<file path="src/rtl/uart_receiver_if.sv">
// Host-side bundle of the UART receive stage: serial line, baud/format control,
// and the holding-register read handshake with its status word.
interface uart_receiver_if;
  logic        RX;
  logic [15:0] Baud_Divisor;
  logic [7:0]  Receiver_Control;
  logic        RX_Read;
  logic [8:0]  RX_Data;
  logic        RX_Full;
  logic [3:0]  Receiver_Status;

  modport master (
    output RX, Baud_Divisor, Receiver_Control, RX_Read,
    input  RX_Data, RX_Full, Receiver_Status
  );

  modport slave (
    input  RX, Baud_Divisor, Receiver_Control, RX_Read,
    output RX_Data, RX_Full, Receiver_Status
  );
endinterface

</file>
<file path="src/rtl/uart_receiver.sv">
// UART receive stage: 16x oversampled start/data/parity/stop recovery into a
// single-entry holding register with sticky parity, framing and overrun flags.
// Written for a 100 MHz system clock; the clock frequency does not affect behaviour.
module uart_receiver (
  input  logic           clk,
  input  logic           rst,
  uart_receiver_if.slave bus
);

  typedef enum logic [2:0] {IDLE, START, DATA, PARITY, STOP} state_t;

  state_t      state, state_next;
  logic        rx_meta, rx_s, rx_prev;
  logic [15:0] div_cnt, div_eff;
  logic        tick, sample;
  logic [3:0]  os_cnt, bit_idx, nbits;
  logic        stop_idx;
  logic [8:0]  shift;
  logic        pe_pending, fe_pending;
  logic        enable, par_en, two_stop;
  logic        start_det, complete, pe_hit, fe_hit;
  logic [8:0]  rx_data;
  logic        rx_full, pe_flag, fe_flag, ovr_flag;

  assign enable   = bus.Receiver_Control[0];
  assign par_en   = bus.Receiver_Control[5];
  assign two_stop = (bus.Receiver_Control[7:6] == 2'b10);
  assign nbits    = (bus.Receiver_Control[4:1] >= 4'd5 && bus.Receiver_Control[4:1] <= 4'd9)
                    ? bus.Receiver_Control[4:1] : 4'd8;
  assign div_eff  = (bus.Baud_Divisor == 16'd0) ? 16'd1 : bus.Baud_Divisor;
  assign tick     = (div_cnt >= div_eff - 16'd1);
  assign sample   = tick && (os_cnt == 4'd7);

  // Synchronizer and edge register reset high so reset release never looks like a start edge.
  always_ff @(posedge clk or posedge rst) begin
    if (rst) begin
      rx_meta <= 1'b1;
      rx_s    <= 1'b1;
      rx_prev <= 1'b1;
    end else begin
      // NOTE: sequential state uses non-blocking (<=) so every flop samples pre-edge values.
      rx_meta <= bus.RX;
      rx_s    <= rx_meta;
      rx_prev <= rx_s;
    end
  end

  // Baud tick divider, restarted on start detection so ticks are phase-aligned to the start bit.
  always_ff @(posedge clk or posedge rst) begin
    if (rst)                            div_cnt <= '0;
    else if (!enable || start_det || tick) div_cnt <= '0;
    else                                div_cnt <= div_cnt + 16'd1;
  end

  always_ff @(posedge clk or posedge rst) begin
    if (rst) state <= IDLE;
    else     state <= state_next;
  end

  always_comb begin
    // NOTE: every output gets a default first so no path leaves it unassigned (no latches).
    state_next = state;
    start_det  = 1'b0;
    complete   = 1'b0;
    pe_hit     = 1'b0;
    fe_hit     = 1'b0;
    unique case (state)
      IDLE: if (rx_prev && !rx_s) begin
        start_det  = 1'b1;
        state_next = START;
      end
      START: if (sample) state_next = rx_s ? IDLE : DATA;
      DATA: if (sample && bit_idx == nbits - 4'd1) state_next = par_en ? PARITY : STOP;
      PARITY: if (sample) begin
        pe_hit     = (rx_s != ^shift);
        state_next = STOP;
      end
      STOP: if (sample) begin
        fe_hit = !rx_s;
        if (!two_stop || stop_idx) begin
          complete   = 1'b1;
          state_next = IDLE;
        end
      end
      default: state_next = IDLE;
    endcase
    if (!enable) begin
      state_next = IDLE;
      start_det  = 1'b0;
      complete   = 1'b0;
      pe_hit     = 1'b0;
      fe_hit     = 1'b0;
    end
  end

  always_ff @(posedge clk or posedge rst) begin
    if (rst) begin
      os_cnt     <= '0;
      bit_idx    <= '0;
      stop_idx   <= 1'b0;
      shift      <= '0;
      pe_pending <= 1'b0;
      fe_pending <= 1'b0;
    end else if (!enable || start_det) begin
      os_cnt     <= '0;
      bit_idx    <= '0;
      stop_idx   <= 1'b0;
      pe_pending <= 1'b0;
      fe_pending <= 1'b0;
      if (start_det) shift <= '0;
    end else if (state != IDLE) begin
      if (tick) os_cnt <= os_cnt + 4'd1;
      if (sample && state == DATA) begin
        shift[bit_idx] <= rx_s;
        bit_idx        <= bit_idx + 4'd1;
      end
      if (sample && state == STOP) stop_idx <= 1'b1;
      if (pe_hit) pe_pending <= 1'b1;
      if (fe_hit) fe_pending <= 1'b1;
    end
  end

  // Holding register: a read in the completion cycle frees the slot for the new character.
  always_ff @(posedge clk or posedge rst) begin
    if (rst) begin
      rx_data  <= '0;
      rx_full  <= 1'b0;
      pe_flag  <= 1'b0;
      fe_flag  <= 1'b0;
      ovr_flag <= 1'b0;
    end else if (complete) begin
      if (!rx_full || bus.RX_Read) begin
        rx_data  <= shift;
        rx_full  <= 1'b1;
        pe_flag  <= pe_pending;
        fe_flag  <= fe_pending || fe_hit;
        ovr_flag <= 1'b0;
      end else begin
        ovr_flag <= 1'b1;
      end
    end else if (bus.RX_Read && rx_full) begin
      rx_full  <= 1'b0;
      pe_flag  <= 1'b0;
      fe_flag  <= 1'b0;
      ovr_flag <= 1'b0;
    end
  end

  assign bus.RX_Data         = rx_data;
  assign bus.RX_Full         = rx_full;
  assign bus.Receiver_Status = {ovr_flag, fe_flag, pe_flag, state != IDLE};

endmodule

</file>
<file path="src/flat_wrapper.sv">
// flat-port wrapper written by rule: the top's interface ports become plain ports
module uart_receiver_flat 
  (clk, rst, bus_RX, bus_Baud_Divisor, bus_Receiver_Control, bus_RX_Read, bus_RX_Data, bus_RX_Full, bus_Receiver_Status);
  uart_receiver_if bus_i ();
  input  logic clk;
  input  logic rst;
  input wire logic [$bits(bus_i.RX)-1:0] bus_RX;
  input wire logic [$bits(bus_i.Baud_Divisor)-1:0] bus_Baud_Divisor;
  input wire logic [$bits(bus_i.Receiver_Control)-1:0] bus_Receiver_Control;
  input wire logic [$bits(bus_i.RX_Read)-1:0] bus_RX_Read;
  output wire logic [$bits(bus_i.RX_Data)-1:0] bus_RX_Data;
  output wire logic [$bits(bus_i.RX_Full)-1:0] bus_RX_Full;
  output wire logic [$bits(bus_i.Receiver_Status)-1:0] bus_Receiver_Status;
  assign bus_i.RX = bus_RX;
  assign bus_i.Baud_Divisor = bus_Baud_Divisor;
  assign bus_i.Receiver_Control = bus_Receiver_Control;
  assign bus_i.RX_Read = bus_RX_Read;
  assign bus_RX_Data = bus_i.RX_Data;
  assign bus_RX_Full = bus_i.RX_Full;
  assign bus_Receiver_Status = bus_i.Receiver_Status;
  uart_receiver u_core (.clk(clk), .rst(rst), .bus(bus_i));
endmodule
</file>
<file path="config.mk">
export PLATFORM = sky130hd
export DESIGN_NAME = uart_receiver_flat
export DESIGN_NICKNAME = d
export VERILOG_FILES = /design/src/rtl/uart_receiver_if.sv /design/src/rtl/uart_receiver.sv /design/src/flat_wrapper.sv
export SDC_FILE = /design/constraint.sdc
export NUM_CORES = 1
export LEC_CHECK = 0
export ABC_AREA = 0
export CAP_MARGIN = 10
export CORE_MARGIN = 2
export CORE_UTILIZATION = 60
export CTS_BUF_LIST = sky130_fd_sc_hd__clkbuf_4 sky130_fd_sc_hd__clkbuf_8
export CTS_CLUSTER_DIAMETER = 120
export CTS_CLUSTER_SIZE = 12
export DETAILED_ROUTE_END_ITERATION = 8
export DONT_BUFFER_PORTS = 1
export PLACE_DENSITY_LB_ADDON = 0.15
export REMOVE_ABC_BUFFERS = 1
export SLEW_MARGIN = 30
export SYNTH_ARGS = -nofsm -noshare
export SYNTH_HDL_FRONTEND = slang
export SYNTH_SLANG_ARGS = --single-unit
</file>
<file path="constraint.sdc">
create_clock -name clk -period 7.4 [get_ports clk]
set_clock_uncertainty 0.1 [all_clocks]
set_input_delay 1.85 -clock clk [delete_from_list [all_inputs] [get_ports clk]]
set_output_delay 1.85 -clock clk [all_outputs]
set_load 0.02 [all_outputs]
</file>
==> flow_summary.yaml <==
outcome:
  status: "finished, final reports clean"
critical_path:
  max_stage_delay_ps: 740
  crit_slowest_cell: "a31oi_2"
  worstSetupPathType: "input port to flip-flop"
  crit_fanout: 18
  start_kind: "input port"
  cp.required_ps: 7510
  cp_top_family: "simple AND/OR/NAND/NOR gates"
  r2r_slack_ps: 4340
  cp_data_arrival_time_ps: 5950
  path_cells: "nor4_1 > nand2b_1 > nor3_1 > a21oi_1 > ha_1 > nor3b_1 > nand2_1 > nor2_1 > nand2_1 > xor2_1 > ha_1 > and4_1 > and2_1 > o211ai_1 > a31oi_2 > nand3_2 > mux2_2"
  crit_path_end_kind: "flip-flop"
  path_buf_inv: 0
cts:
  cts_resized: 0
  cts_tree: "done"
  cts_num_sinks: 55
  clk-insertion-delay-late_ps: 320
  root_buffer: "clkbuf_8"
  clock_path_buffers: 2
  cts_made_buffers: 5
  cts_setup_buffers: 0
  postCtsHoldBufs: 0
  clk_pin_slew_worst_paths_ps: 110
  htreeDepth: 2
global_routing:
  grt_use_total_pct: 23.29
  grt_first_pass_wirelength_um: 11960
  grt_pass1_vias: 2474
  overflow: 0
  grt_max_degree: 50
  grt_antenna_before_repair: 0
finish:
  seq_area_mm2: 0.001380
  area_growth_pct: 3.716
  multi_input_area_mm2: 0.002052
  fin_nets: 420
  n_antenna_cell: 0
  drive_gt1_share_pct: 9.756
  fillers: 479
synth:
  synth_mux_area_share_pct: 7.042
  yosys.area_share.simple_pct: 23.28
  syn_area_per_cell_um2: 9.505
  synth_cell_types: 53
  synthXorXnorAreaFrac_pct: 9.413
  synth.cells.most_frequent: "52 x dfrtp_1, 39 x nand2_1, 36 x nor2_1, 25 x xnor2_1, 24 x ha_1"
  synth_top_family_by_area: "simple AND/OR/NAND/NOR gates"
  synth_edf_count: 0
  yosys.area_share.adder_pct: 8.493
  ys.flop_type: "dfrtp_1"
  syn_area_mm2: 0.003536
  synth_cells: 372
  synth_top_area_cell: "dfrtp_1"
  synth_seq_area_share_pct: 39.03
  synth_most_common_cell: "dfrtp_1"
  async_reset_ff_share_pct: 100.0
  synth_top_area_share_pct: 36.80
  synth_compound_area_share_pct: 9.660
  yosys-top-cells-area: "dfrtp_1 37%, ha_1 8.5%, xnor2_1 6.2%, nand2_1 4.1%, nor2_1 3.8%"
  ys_warn_count: 0
  ys_seq_elements: 55
route:
  first_pass_iters: 4
  ant_nets: 0
  drc: 0
  drtIter0Drc: 122
  drt-wirelength-per-cell_um: 15.85
  vias: 2661
  vias_per_cell: 6.034
  wl_um: 6989
die:
  die_area_mm2: 0.006523
  core_mm2: 0.005608
  die_h_um: 80.77
  start_util_pct: 63.05
  die_width_um: 80.77
  ios: 42
  rows: 27
sta:
  hold_violations: 0
  finalMaxSlewViolations: 0
  worst_slew_margin_rel_pct: 43.11
  max_freq_mhz: 171.5
  fin_crit_ps: 5831
  finalSetupTns_ps: 0
  rsz0062_at_grt: "false"
  setup_viol: 0
  tightest_slew_ps: 850.6
  hold_ws_ps: 261.5
  period_share_pct: 78.80
placement:
  gp_congestion: 0.8533
  place_hpwl_um: 5261
  io_buffers: 0
pwr:
  power.leakage_nw: 1.631
  combPwrFrac_pct: 22.0
  seqPwrFrac_pct: 50.8
  peakVddDrop_mv: 0.1458
  p_int_mw: 0.4320
  p_per_area_mw_per_mm2: 175.8
  clock_power_share_pct: 27.2
  p_switching_mw: 0.2125
  swShare_pct: 32.97
flow_run:
  drv_cap: 0
hold_path:
  hp-class: "flip-flop to flip-flop"
==> worst register-to-register path, stage by stage (launching register included) <==
cell and delay (ps):
dfrtp_1 440, ha_1 330, a21oi_1 70, a21oi_1 250
o211ai_1 200, a31oi_2 740, nand3_2 440, mux2_2 400
==> cell families (layout without fill, tap and decap cells) <==
| logic type | count (synthesis) | in the layout |
|---|---|---|
| AND/OR/NAND/NOR | 158 | 158 |
| flip-flops | 55 | 55 |
| AO/OA/AOI/OAI | 51 | 51 |
| XOR/XNOR | 38 | 38 |
| adder cells (fa/ha/maj) | 24 | 24 |
| multiplexers | 23 | 23 |
| buffers and inverters | 23 | 20 |
==> metal layers <==
layer / vias up / track usage [%] / wire length, um
met3: 5 / 4.333 / 347
met4: 0 / 4.068 / 55
met5: - / 0 / 0
met2: 63 / 36.17 / 3096
li1: 1310 / - / -
met1: 1283 / 34.55 / 3490
==> layout make-up <==
class                   instances  area share [%]
multi-input cells             294           55.95
flip-flops and latches         55           37.63
well taps                      72           2.456
clock buffers                   5           1.876
inverters                      11           1.126
clock inverters                 3          0.7506
repair buffers                  1          0.2047
==> path summary, 6_finish.rpt <==
path	startpoint	endpoint	cells past startpoint
setup / recovery	bus_Baud_Divisor[11]	u_core.bus.RX_Data[8]	17
hold / removal	u_core.rx_meta	u_core.rx_s	0
setup reg to reg	u_core.div_cnt[2]	u_core.bus.RX_Data[8]	7
hold reg to reg	u_core.rx_meta	u_core.rx_s	0
max in group asynchronous	rst	u_core.div_cnt[6]	2
min in group asynchronous	rst	u_core.ovr_flag	1
==> power by group through the flow <==
stage | Sequential (mW) | Clock [mW] | Combinational (mW)
floorplan | 0.328 | 0 | 0.114
CTS | 0.327 | 0.179 | 0.142
global placement | 0.332 | 0 | 0.136
detailed placement | 0.333 | 0 | 0.142
finish | 0.328 | 0.175 | 0.142
global route | 0.330 | 0.194 | 0.160
==> per-stage QoR <==
stage	instance area (um2)	util [%]	power (mW)	cells	setup slack, ps
2_1_floorplan	3468	-	0.4422	360	1907
3_3_place_gp	3566	63.59	0.4678	433	1470
3_5_place_dp	3571	63.68	0.4750	433	1347
4_1_cts	3667	65.39	0.6481	441	1641
5_1_grt	3667	65.39	0.6837	441	1103
6_report	3667	65.39	0.6445	441	1569
==> sequential cells by signal, summed over array words and instances (netlist names) <==
signal	cells
u_core.rx_meta	1
u_core.pe_pending	1
u_core.pe_flag	1
u_core.rx_s	1
u_core.rx_prev	1
u_core.os_cnt	4
u_core.bit_idx	4
u_core.state	3
u_core.ovr_flag	1
u_core.shift	9
u_core.stop_idx	1
u_core.bus.RX_Data	9
u_core.bus.RX_Full	1
u_core.div_cnt	16
u_core.fe_flag	1
u_core.fe_pending	1
==> placed cells by master, fill, tap and decap left out, types with 8 or more instances in the layout <==
cell type and n:
a21oi_1 18, and3_1 8, dfrtp_1 52, ha_1 24
inv_1 9, mux2_2 11, mux2i_1 11, nand2_1 39
nand3_1 14, nand4_1 12, nor2_1 36, o21ai_0 9
xnor2_1 25, xor2_1 13
Power figures use the tool's default switching activity.
